===== config.mk =====
export PLATFORM = sky130hd
export DESIGN_NAME = frame_sequencer
export DESIGN_NICKNAME = d
export VERILOG_FILES = /design/src/rtl/frame_sequencer.sv
export SDC_FILE = /design/constraint.sdc
export NUM_CORES = 1
export LEC_CHECK = 0
export CORE_UTILIZATION = 40
export CTS_BUF_LIST = sky130_fd_sc_hd__clkbuf_16
export DETAILED_ROUTE_END_ITERATION = 6
export PLACE_DENSITY = 0.69
export SLEW_MARGIN = 10
export SYNTH_ARGS = -nofsm -noshare
export SYNTH_HDL_FRONTEND = slang
export SYNTH_SLANG_ARGS = --single-unit

===== constraint.sdc =====
create_clock -name clock -period 2.5 [get_ports clock]
set_input_delay 0.5 -clock clock [delete_from_list [all_inputs] [get_ports clock]]
set_output_delay 0.5 -clock clock [all_outputs]
set_load 0.01 [all_outputs]

===== src/rtl/frame_sequencer.sv =====
// frame_sequencer: frame-level initiator for the go/done animation protocol.
//
// A free-running tick counter marks frame boundaries. On each tick the block
// pulses plyr_go, waits for plyr_done (or a watchdog timeout), then does the
// same for the egg animator. While a client is active its pixel stream is
// forwarded to the VGA write port; otherwise the port is held at zero.
//
// Ports:
//   clock, resetn                  system clock, synchronous active-low reset
//   enable                         frames start only while high
//   plyr_go / egg_go               one-cycle start pulses to the animators
//   plyr_done / egg_done           one-cycle completion pulses from animators
//   plyr_* / egg_* pixel fields    client pixel streams (plot, x, y, colour)
//   vga_x/vga_y/vga_colour/vga_plot  muxed pixel stream to the VGA adapter
//   frame_count                    completed frames, wraps 255->0
//   busy                           high while a frame is being drawn
//   timeout_err                    sticky: a client did not answer in time
//   overrun                        sticky: a tick arrived mid-frame
//
// Optional feature: define FRAME_SEQ_OVERRUN_EN to keep one pending frame
// when a tick lands while busy, and to report it on overrun. Without the
// macro, such ticks are dropped and overrun is tied low.

module frame_sequencer #(
   parameter int unsigned FRAME_CYCLES   = 833333,
   parameter int unsigned TIMEOUT_CYCLES = 65535
) (
   input  logic       clock,
   input  logic       resetn,
   input  logic       enable,
   output logic       plyr_go,
   input  logic       plyr_done,
   input  logic       plyr_plot,
   input  logic [7:0] plyr_x,
   input  logic [6:0] plyr_y,
   input  logic [2:0] plyr_colour,
   output logic       egg_go,
   input  logic       egg_done,
   input  logic       egg_plot,
   input  logic [7:0] egg_x,
   input  logic [6:0] egg_y,
   input  logic [2:0] egg_colour,
   output logic [7:0] vga_x,
   output logic [6:0] vga_y,
   output logic [2:0] vga_colour,
   output logic       vga_plot,
   output logic [7:0] frame_count,
   output logic       busy,
   output logic       timeout_err,
   output logic       overrun
);

   localparam int unsigned TickW = (FRAME_CYCLES > 2) ? $clog2(FRAME_CYCLES) : 1;
   localparam logic [TickW-1:0] TickLast = TickW'(FRAME_CYCLES - 1);
   localparam logic [15:0]      WdLast   = 16'(TIMEOUT_CYCLES - 1);

   typedef enum logic [2:0] {
      StIdle,
      StWaitTick,
      StGoPlyr,
      StBusyPlyr,
      StGoEgg,
      StBusyEgg
   } state_e;

   state_e            state_q, state_d;
   logic [TickW-1:0]  tick_cnt_q;
   logic              tick;
   logic [15:0]       wd_q, wd_d;
   logic [7:0]        frame_cnt_q, frame_cnt_d;
   logic              busy_q, busy_d;
   logic              timeout_err_q, timeout_err_d;
   // Set when either client of the current frame timed out; such a frame is
   // not counted as completed.
   logic              frame_bad_q, frame_bad_d;
   logic              pending_w;

   //---------------------------------------------------------------------------
   // Frame tick counter
   //---------------------------------------------------------------------------
   assign tick = enable && (tick_cnt_q == TickLast);

   always_ff @(posedge clock) begin
      if (!resetn) begin
         tick_cnt_q <= '0;
      end else if (!enable || tick) begin
         tick_cnt_q <= '0;
      end else begin
         tick_cnt_q <= tick_cnt_q + TickW'(1);
      end
   end

   //---------------------------------------------------------------------------
   // Optional pending-frame / overrun tracking
   //---------------------------------------------------------------------------
`ifdef FRAME_SEQ_OVERRUN_EN
   logic pending_q, pending_d;
   logic overrun_q, overrun_d;

   always_comb begin
      pending_d = pending_q;
      overrun_d = overrun_q;
      // busy_q mirrors the GO/BUSY states, so a tick while busy can never
      // coincide with the WAIT_TICK exit that consumes the pending frame.
      if (state_q == StWaitTick && state_d != StWaitTick) begin
         pending_d = 1'b0;
      end
      if (tick && busy_q) begin
         pending_d = 1'b1;
         overrun_d = 1'b1;
      end
   end

   always_ff @(posedge clock) begin
      if (!resetn) begin
         pending_q <= 1'b0;
         overrun_q <= 1'b0;
      end else begin
         pending_q <= pending_d;
         overrun_q <= overrun_d;
      end
   end

   assign pending_w = pending_q;
   assign overrun   = overrun_q;
`else
   assign pending_w = 1'b0;
   assign overrun   = 1'b0;
`endif

   //---------------------------------------------------------------------------
   // Sequencer FSM
   //---------------------------------------------------------------------------
   always_comb begin
      state_d       = state_q;
      wd_d          = wd_q;
      frame_cnt_d   = frame_cnt_q;
      timeout_err_d = timeout_err_q;
      frame_bad_d   = frame_bad_q;

      unique case (state_q)
         StIdle: begin
            if (enable) state_d = StWaitTick;
         end
         StWaitTick: begin
            if (!enable) begin
               state_d = StIdle;
            end else if (tick || pending_w) begin
               state_d = StGoPlyr;
            end
         end
         StGoPlyr: begin
            wd_d        = '0;
            frame_bad_d = 1'b0;
            state_d     = StBusyPlyr;
         end
         StBusyPlyr: begin
            wd_d = wd_q + 16'd1;
            if (plyr_done) begin
               state_d = StGoEgg;
            end else if (wd_q == WdLast) begin
               timeout_err_d = 1'b1;
               frame_bad_d   = 1'b1;
               state_d       = StGoEgg;
            end
         end
         StGoEgg: begin
            wd_d    = '0;
            state_d = StBusyEgg;
         end
         StBusyEgg: begin
            wd_d = wd_q + 16'd1;
            if (egg_done) begin
               if (!frame_bad_q) frame_cnt_d = frame_cnt_q + 8'd1;
               state_d = StWaitTick;
            end else if (wd_q == WdLast) begin
               timeout_err_d = 1'b1;
               frame_bad_d   = 1'b1;
               state_d       = StWaitTick;
            end
         end
         default: state_d = StIdle;
      endcase

      busy_d = (state_d == StGoPlyr) || (state_d == StBusyPlyr) ||
               (state_d == StGoEgg)  || (state_d == StBusyEgg);
   end

   always_ff @(posedge clock) begin
      if (!resetn) begin
         state_q       <= StIdle;
         wd_q          <= '0;
         frame_cnt_q   <= '0;
         busy_q        <= 1'b0;
         timeout_err_q <= 1'b0;
         frame_bad_q   <= 1'b0;
      end else begin
         state_q       <= state_d;
         wd_q          <= wd_d;
         frame_cnt_q   <= frame_cnt_d;
         busy_q        <= busy_d;
         timeout_err_q <= timeout_err_d;
         frame_bad_q   <= frame_bad_d;
      end
   end

   //---------------------------------------------------------------------------
   // Outputs
   //---------------------------------------------------------------------------
   assign plyr_go     = (state_q == StGoPlyr);
   assign egg_go      = (state_q == StGoEgg);
   assign frame_count = frame_cnt_q;
   assign busy        = busy_q;
   assign timeout_err = timeout_err_q;

   // Zero-latency pixel mux; only the client in its BUSY state is forwarded.
   always_comb begin
      vga_x      = '0;
      vga_y      = '0;
      vga_colour = '0;
      vga_plot   = 1'b0;
      if (state_q == StBusyPlyr) begin
         vga_x      = plyr_x;
         vga_y      = plyr_y;
         vga_colour = plyr_colour;
         vga_plot   = plyr_plot;
      end else if (state_q == StBusyEgg) begin
         vga_x      = egg_x;
         vga_y      = egg_y;
         vga_colour = egg_colour;
         vga_plot   = egg_plot;
      end
   end

endmodule


# Word level (Yosys, flattened, before mapping)
# Index checks and enable logic that the tools add are counted.
# word_totals
regBits,50
elab_cells,66
# op_classes
n_eq_ne,13
n_bitwise,2
n_addsub,3
mux,25
n_reduce_logical,16
# op_table
op,count
one-hot mux 16 bit (2 select lines),1
two-way mux 3 bit,9
adder 20 x 1 -> 20 bit (second input constant),1
equality test 20 bit (second input constant),1
one-hot mux 3 bit (6 select lines),1
adder 16 x 1 -> 16 bit (second input constant),1
equality test 16 bit (second input constant),1
two-way mux 8 bit,2
two-way mux 7 bit,2
equality test 3 x 2 -> 1 bit (second input constant),4
equality test 3 bit (second input constant),4
AND reduction 3 bit,3
adder 8 x 1 -> 8 bit (second input constant),1
two-way mux 1 bit,8
OR reduction 2 bit,3
logical OR 1 bit,4
inequality test 2 bit (second input constant),2
nonzero test 2 bit,2
equality test 3 x 1 -> 1 bit (second input constant),1
logical NOT 3 bit,1
one-hot mux 1 bit (3 select lines),1
nonzero test 3 bit,1
inverter 1 bit,2
one-hot mux 1 bit (2 select lines),1
2 further kinds,2

# Logic depth before layout (Yosys ltp)
# logic_depth
word_depth,9
depth_mapped,7

# Worst setup path after synthesis
# No wires, ideal clock.
# synth_path
kind,flip-flop to output port
from,register state_q[1]
to,output port vga_colour[0]
t_arrival_ps,1451
t_required_ps,2000
setup_slack_ps,549
stages_incl_launch_ff,6
path_buffers,3
cell_sequence,dfxtp_1 -> clkbuf_1 -> and3b_1 -> clkbuf_1 -> clkbuf_1 -> a22o_1
# synth_via
elab_chain_len,3
word_cells_on_any_way,4
cone_classes,eq/ne (2); mux (2)
# synth_rtl
item,line,rtl
"start, declared",66,"state_e state_q, state_d;"
"start signal, assigned",191,state_q <= StIdle;
"start signal, assigned",198,state_q <= state_d;
equality test 3 bit,227,end else if (state_q == StBusyEgg) begin
two-way mux 3 bit,227,
two-way mux 3 bit (*),222,if (state_q == StBusyPlyr) begin
"end, declared",45,"output logic [2:0] vga_colour,"
# Mark *: on every way between the ends. The rest lies on a longest branch, timed or not.

# Worst setup path in the final report
# layout_path
from,register state_q[1]
to,output port vga_y[1]
# layout_via
elab_chain_len,3
word_cells_on_any_way,4
cone_classes,eq/ne (2); mux (2)
# layout_rtl
item,line,rtl
equality test 3 bit,227,
two-way mux 7 bit,227,
two-way mux 7 bit (*),222,
"end, declared",44,"output logic [6:0] vga_y,"
# Marked as above.

==> flow_metrics.py <==
metrics = {
    "detailed_routing": {
        "routed_wirelength_mm": 6.776,
        "detailed_route_vias_per_instance": 5.610,
        "drtPass1Iterations": 6,
        "num_vias": 2687,
        "final_antenna_net_count": 0,
        "drt_iter0_markers": 163,
        "route.detailed.drc": 17,
        "detail_route.wl_per_cell_um": 14.15,
    },
    "floorplan": {
        "rows": 29,
        "die_area_um2": 7035,
        "io_pins": 75,
        "initial_utilization": 0.4175,
        "core_region_area_um2": 6422,
        "fp.dieH_um": 83.88,
        "die_x_um": 83.88,
    },
    "synthesis": {
        "synth_top_cell_by_area": "sky130_fd_sc_hd__dfxtp_1",
        "synth_edf_count": 0,
        "syn_avg_cell_area_um2": 8.125,
        "ys_types": 44,
        "ys_ff_latch": 50,
        "synth_async_sr_flop_share": 0,
        "proportion_of_synthesized_chip_area_in_sequential_cells": 0.3733,
        "synth.area.top_cells": "sky130_fd_sc_hd__dfxtp_1, sky130_fd_sc_hd__a22o_1, sky130_fd_sc_hd__a21oi_1",
        "netlist.area_leader.share": 0.3733,
        "yosys_warnings": 0,
        "syn-num-nets": 378,
        "cells_after_synth": 330,
        "post_synth_instance_area_um2": 2681,
        "synth_top_flop_cell": "sky130_fd_sc_hd__dfxtp_1",
    },
    "setup_path": {
        "crit_path_max_fanout": 20,
        "crit-reg2reg-launch": "tick_cnt_q[2]",
        "timing.critical_path.required_ps": 2000,
        "reg2reg_slack_ps": 570,
        "critical_path.startpoint_type": "flop",
        "endpoint_kind": "output port",
        "ff2ff_path_depth": 4,
        "criticalPathCategory": "flop to output port",
        "rr_endpoint": "tick_cnt_q[19]",
        "arrival_ps": 1850,
    },
    "layout": {
        "most-common-layout-cells": "sky130_fd_sc_hd__clkdlybuf4s50_1, sky130_fd_sc_hd__dfxtp_1, sky130_fd_sc_hd__nand2_1, sky130_fd_sc_hd__nor2_1, sky130_fd_sc_hd__a21oi_1",
        "num-nets-final": 449,
        "synthToLayoutAreaGrowth_pct": 36.68,
        "leading_cell_type_in_the_layout_fill_and_taps_excluded": "sky130_fd_sc_hd__clkdlybuf4s50_1",
        "layout.filler_cells": 604,
        "final_util": 0.5706,
        "drive_gt1_frac": 0.06219,
        "antenna-diode-count": 0,
    },
    "place": {
        "detailedPlacementHpwl_mm": 4.928,
        "quantity_of_i_o_buffers_inserted_on_ports": 73,
        "routabilityCongestion": 0.8158,
        "pre_cts_ws_ps": 354.1,
    },
    "timing": {
        "report.final.slew_viol_count": 0,
        "final-setup-viol-count": 0,
        "timing_worst_slew_pin_value_ps": 729.0,
        "max_clock_freq_ghz": 0.4257,
        "period_needed_ps": 2349,
        "final.hold.worst_slack_ps": 468.8,
        "timing_hold_violations_final": 0,
        "final.setup.worst_slack_ps": 151.0,
        "slew-limit-headroom": 0.5095,
        "fin_tns_setup_ps": 0,
        "grt_setup_unrepaired": "no",
        "skew_final_ps": 7.289,
        "final_min_period_over_clock_period": 0.9396,
    },
    "cts": {
        "clk_pin_slew_ps": 70,
        "clock_tree.htree_level_count": 2,
        "numCtsBuffers": 5,
        "clock_path_buffers": 2,
        "cts_tree": "yes",
        "post-cts-setup-buffer-count": 0,
        "clock_tree.root_cell": "sky130_fd_sc_hd__clkbuf_16",
        "clk-insertion-delay-late_ps": 290,
        "clock_sink_count": 50,
    },
    "global_routing": {
        "antenna_found_initial": 0,
        "grt_max_degree": 26,
        "grt_pass1_wl_mm": 11.51,
        "first_global_vias": 2509,
        "globalRoute.totalOverflow": 0,
        "grtUsageTotal": 0.1996,
    },
    "hold_path": {
        "hold_path_depth": 1,
        "whs_endpoint": "timeout_err",
        "hold_path.startpoint": "timeout_err",
        "worstHoldPathType": "flop to flop",
    },
    "power_and_ir_drop": {
        "total_power_mw": 1.601,
        "power_per_cell_area_nw_per_um2": 436.8,
        "leakage_nw": 1.199,
        "vdd_ir_drop_max_mv": 0.3460,
    },
    "run_status": {
        "violated_checks": "DRC",
        "outcome": "finished with violations",
    },
    "run": {
        "drv_cap": 0,
    },
}
==> report_power, final <==
part / switching, mW / internal, mW / total [mW]
logic: 0.0406 / 0.0714 / 0.112
clock network: 0.312 / 0.376 / 0.688
registers: 0.00233 / 0.798 / 0.801
total: 0.355 / 1.25 / 1.60
==> what timing repair did <==
| item | CTS | global route |
|---|---|---|
| endpoints found under the hold margin | 0 | 0 |
| resized for setup | 0 | 3 |
| endpoints found under the setup margin | 0 | 19 |
| hold buffers | 0 | 0 |
==> synthesized netlist by cell type (9+ instances only) <==
library cell / count
sky130_fd_sc_hd__or4_1: 10
sky130_fd_sc_hd__or3_1: 12
sky130_fd_sc_hd__a21oi_1: 25
sky130_fd_sc_hd__clkbuf_1: 16
sky130_fd_sc_hd__inv_1: 10
sky130_fd_sc_hd__o21ai_0: 13
sky130_fd_sc_hd__dfxtp_1: 50
sky130_fd_sc_hd__nand3_1: 20
sky130_fd_sc_hd__nor2_1: 26
sky130_fd_sc_hd__a22o_1: 19
sky130_fd_sc_hd__nand2_1: 28
sky130_fd_sc_hd__xor2_1: 9
sky130_fd_sc_hd__xnor2_1: 10
sky130_fd_sc_hd__nand4_1: 13
==> worst max-delay path: stages, from the launching register on <==
cell	delay [ps]
sky130_fd_sc_hd__dfxtp_2	420
sky130_fd_sc_hd__and3b_1	200
sky130_fd_sc_hd__buf_4	200
sky130_fd_sc_hd__a22o_1	240
sky130_fd_sc_hd__clkdlybuf4s50_1	490
==> flip-flops by register name, indices dropped and copies added, names as in the netlist <==
name / count
state_q: 3
timeout_err: 1
busy: 1
frame_count: 8
wd_q: 16
tick_cnt_q: 20
frame_bad_q: 1
==> routing by layer <==
metal	track usage	wire length, um	vias to the layer above
li1	-	-	1350
met1	0.2485	3104	1241
met2	0.3428	3221	85
met3	0.03561	336	11
met4	0.07524	114	0
met5	0	0	-
==> area by class of cell <==
type	instances	area [um2]	share of cell area
Multi-Input combinational cell	250	1560	0.4257
Timing Repair Buffer	84	817.0	0.2229
Clock buffer	5	125.1	0.03414
Tap cell	77	96.34	0.02629
Clock inverter	3	25.02	0.006828
Sequential cell	50	1003	0.2738
Inverter	10	37.54	0.01024
==> per-stage QoR <==
step | cells | area [um2]
after floorplan | 330 | 2681
after global placement | 471 | 3508
after detailed placement | 471 | 3508
after CTS | 479 | 3659
after global routing | 479 | 3665
final | 479 | 3665
==> kinds of logic (layout without fill, tap and decap cells) <==
logic type               after synthesis  after routing  share of synthesized area
buffers and inverters                 30            102                    0.04480
AO/OA/AOI/OAI                         81             81                     0.2007
AND/OR/NAND/NOR                      144            144                     0.2944
flip-flops                            50             50                     0.3733
other                                  1              1                   0.001399
adder cells (fa/ha/maj)                5              5                    0.02333
XOR/XNOR                              19             19                    0.06206
==> worst max path at each step <==
stage	depth (start not counted)	endpoint	startpoint
floorplan	5	vga_colour[0]	state_q[1]
global placement	3	vga_y[1]	plyr_y[1]
global route	5	vga_y[0]	state_q[0]
finish	4	vga_y[1]	state_q[1]
CTS	4	vga_y[1]	state_q[1]
detailed placement	4	vga_y[1]	state_q[1]
(Power assumes the default switching activity.)
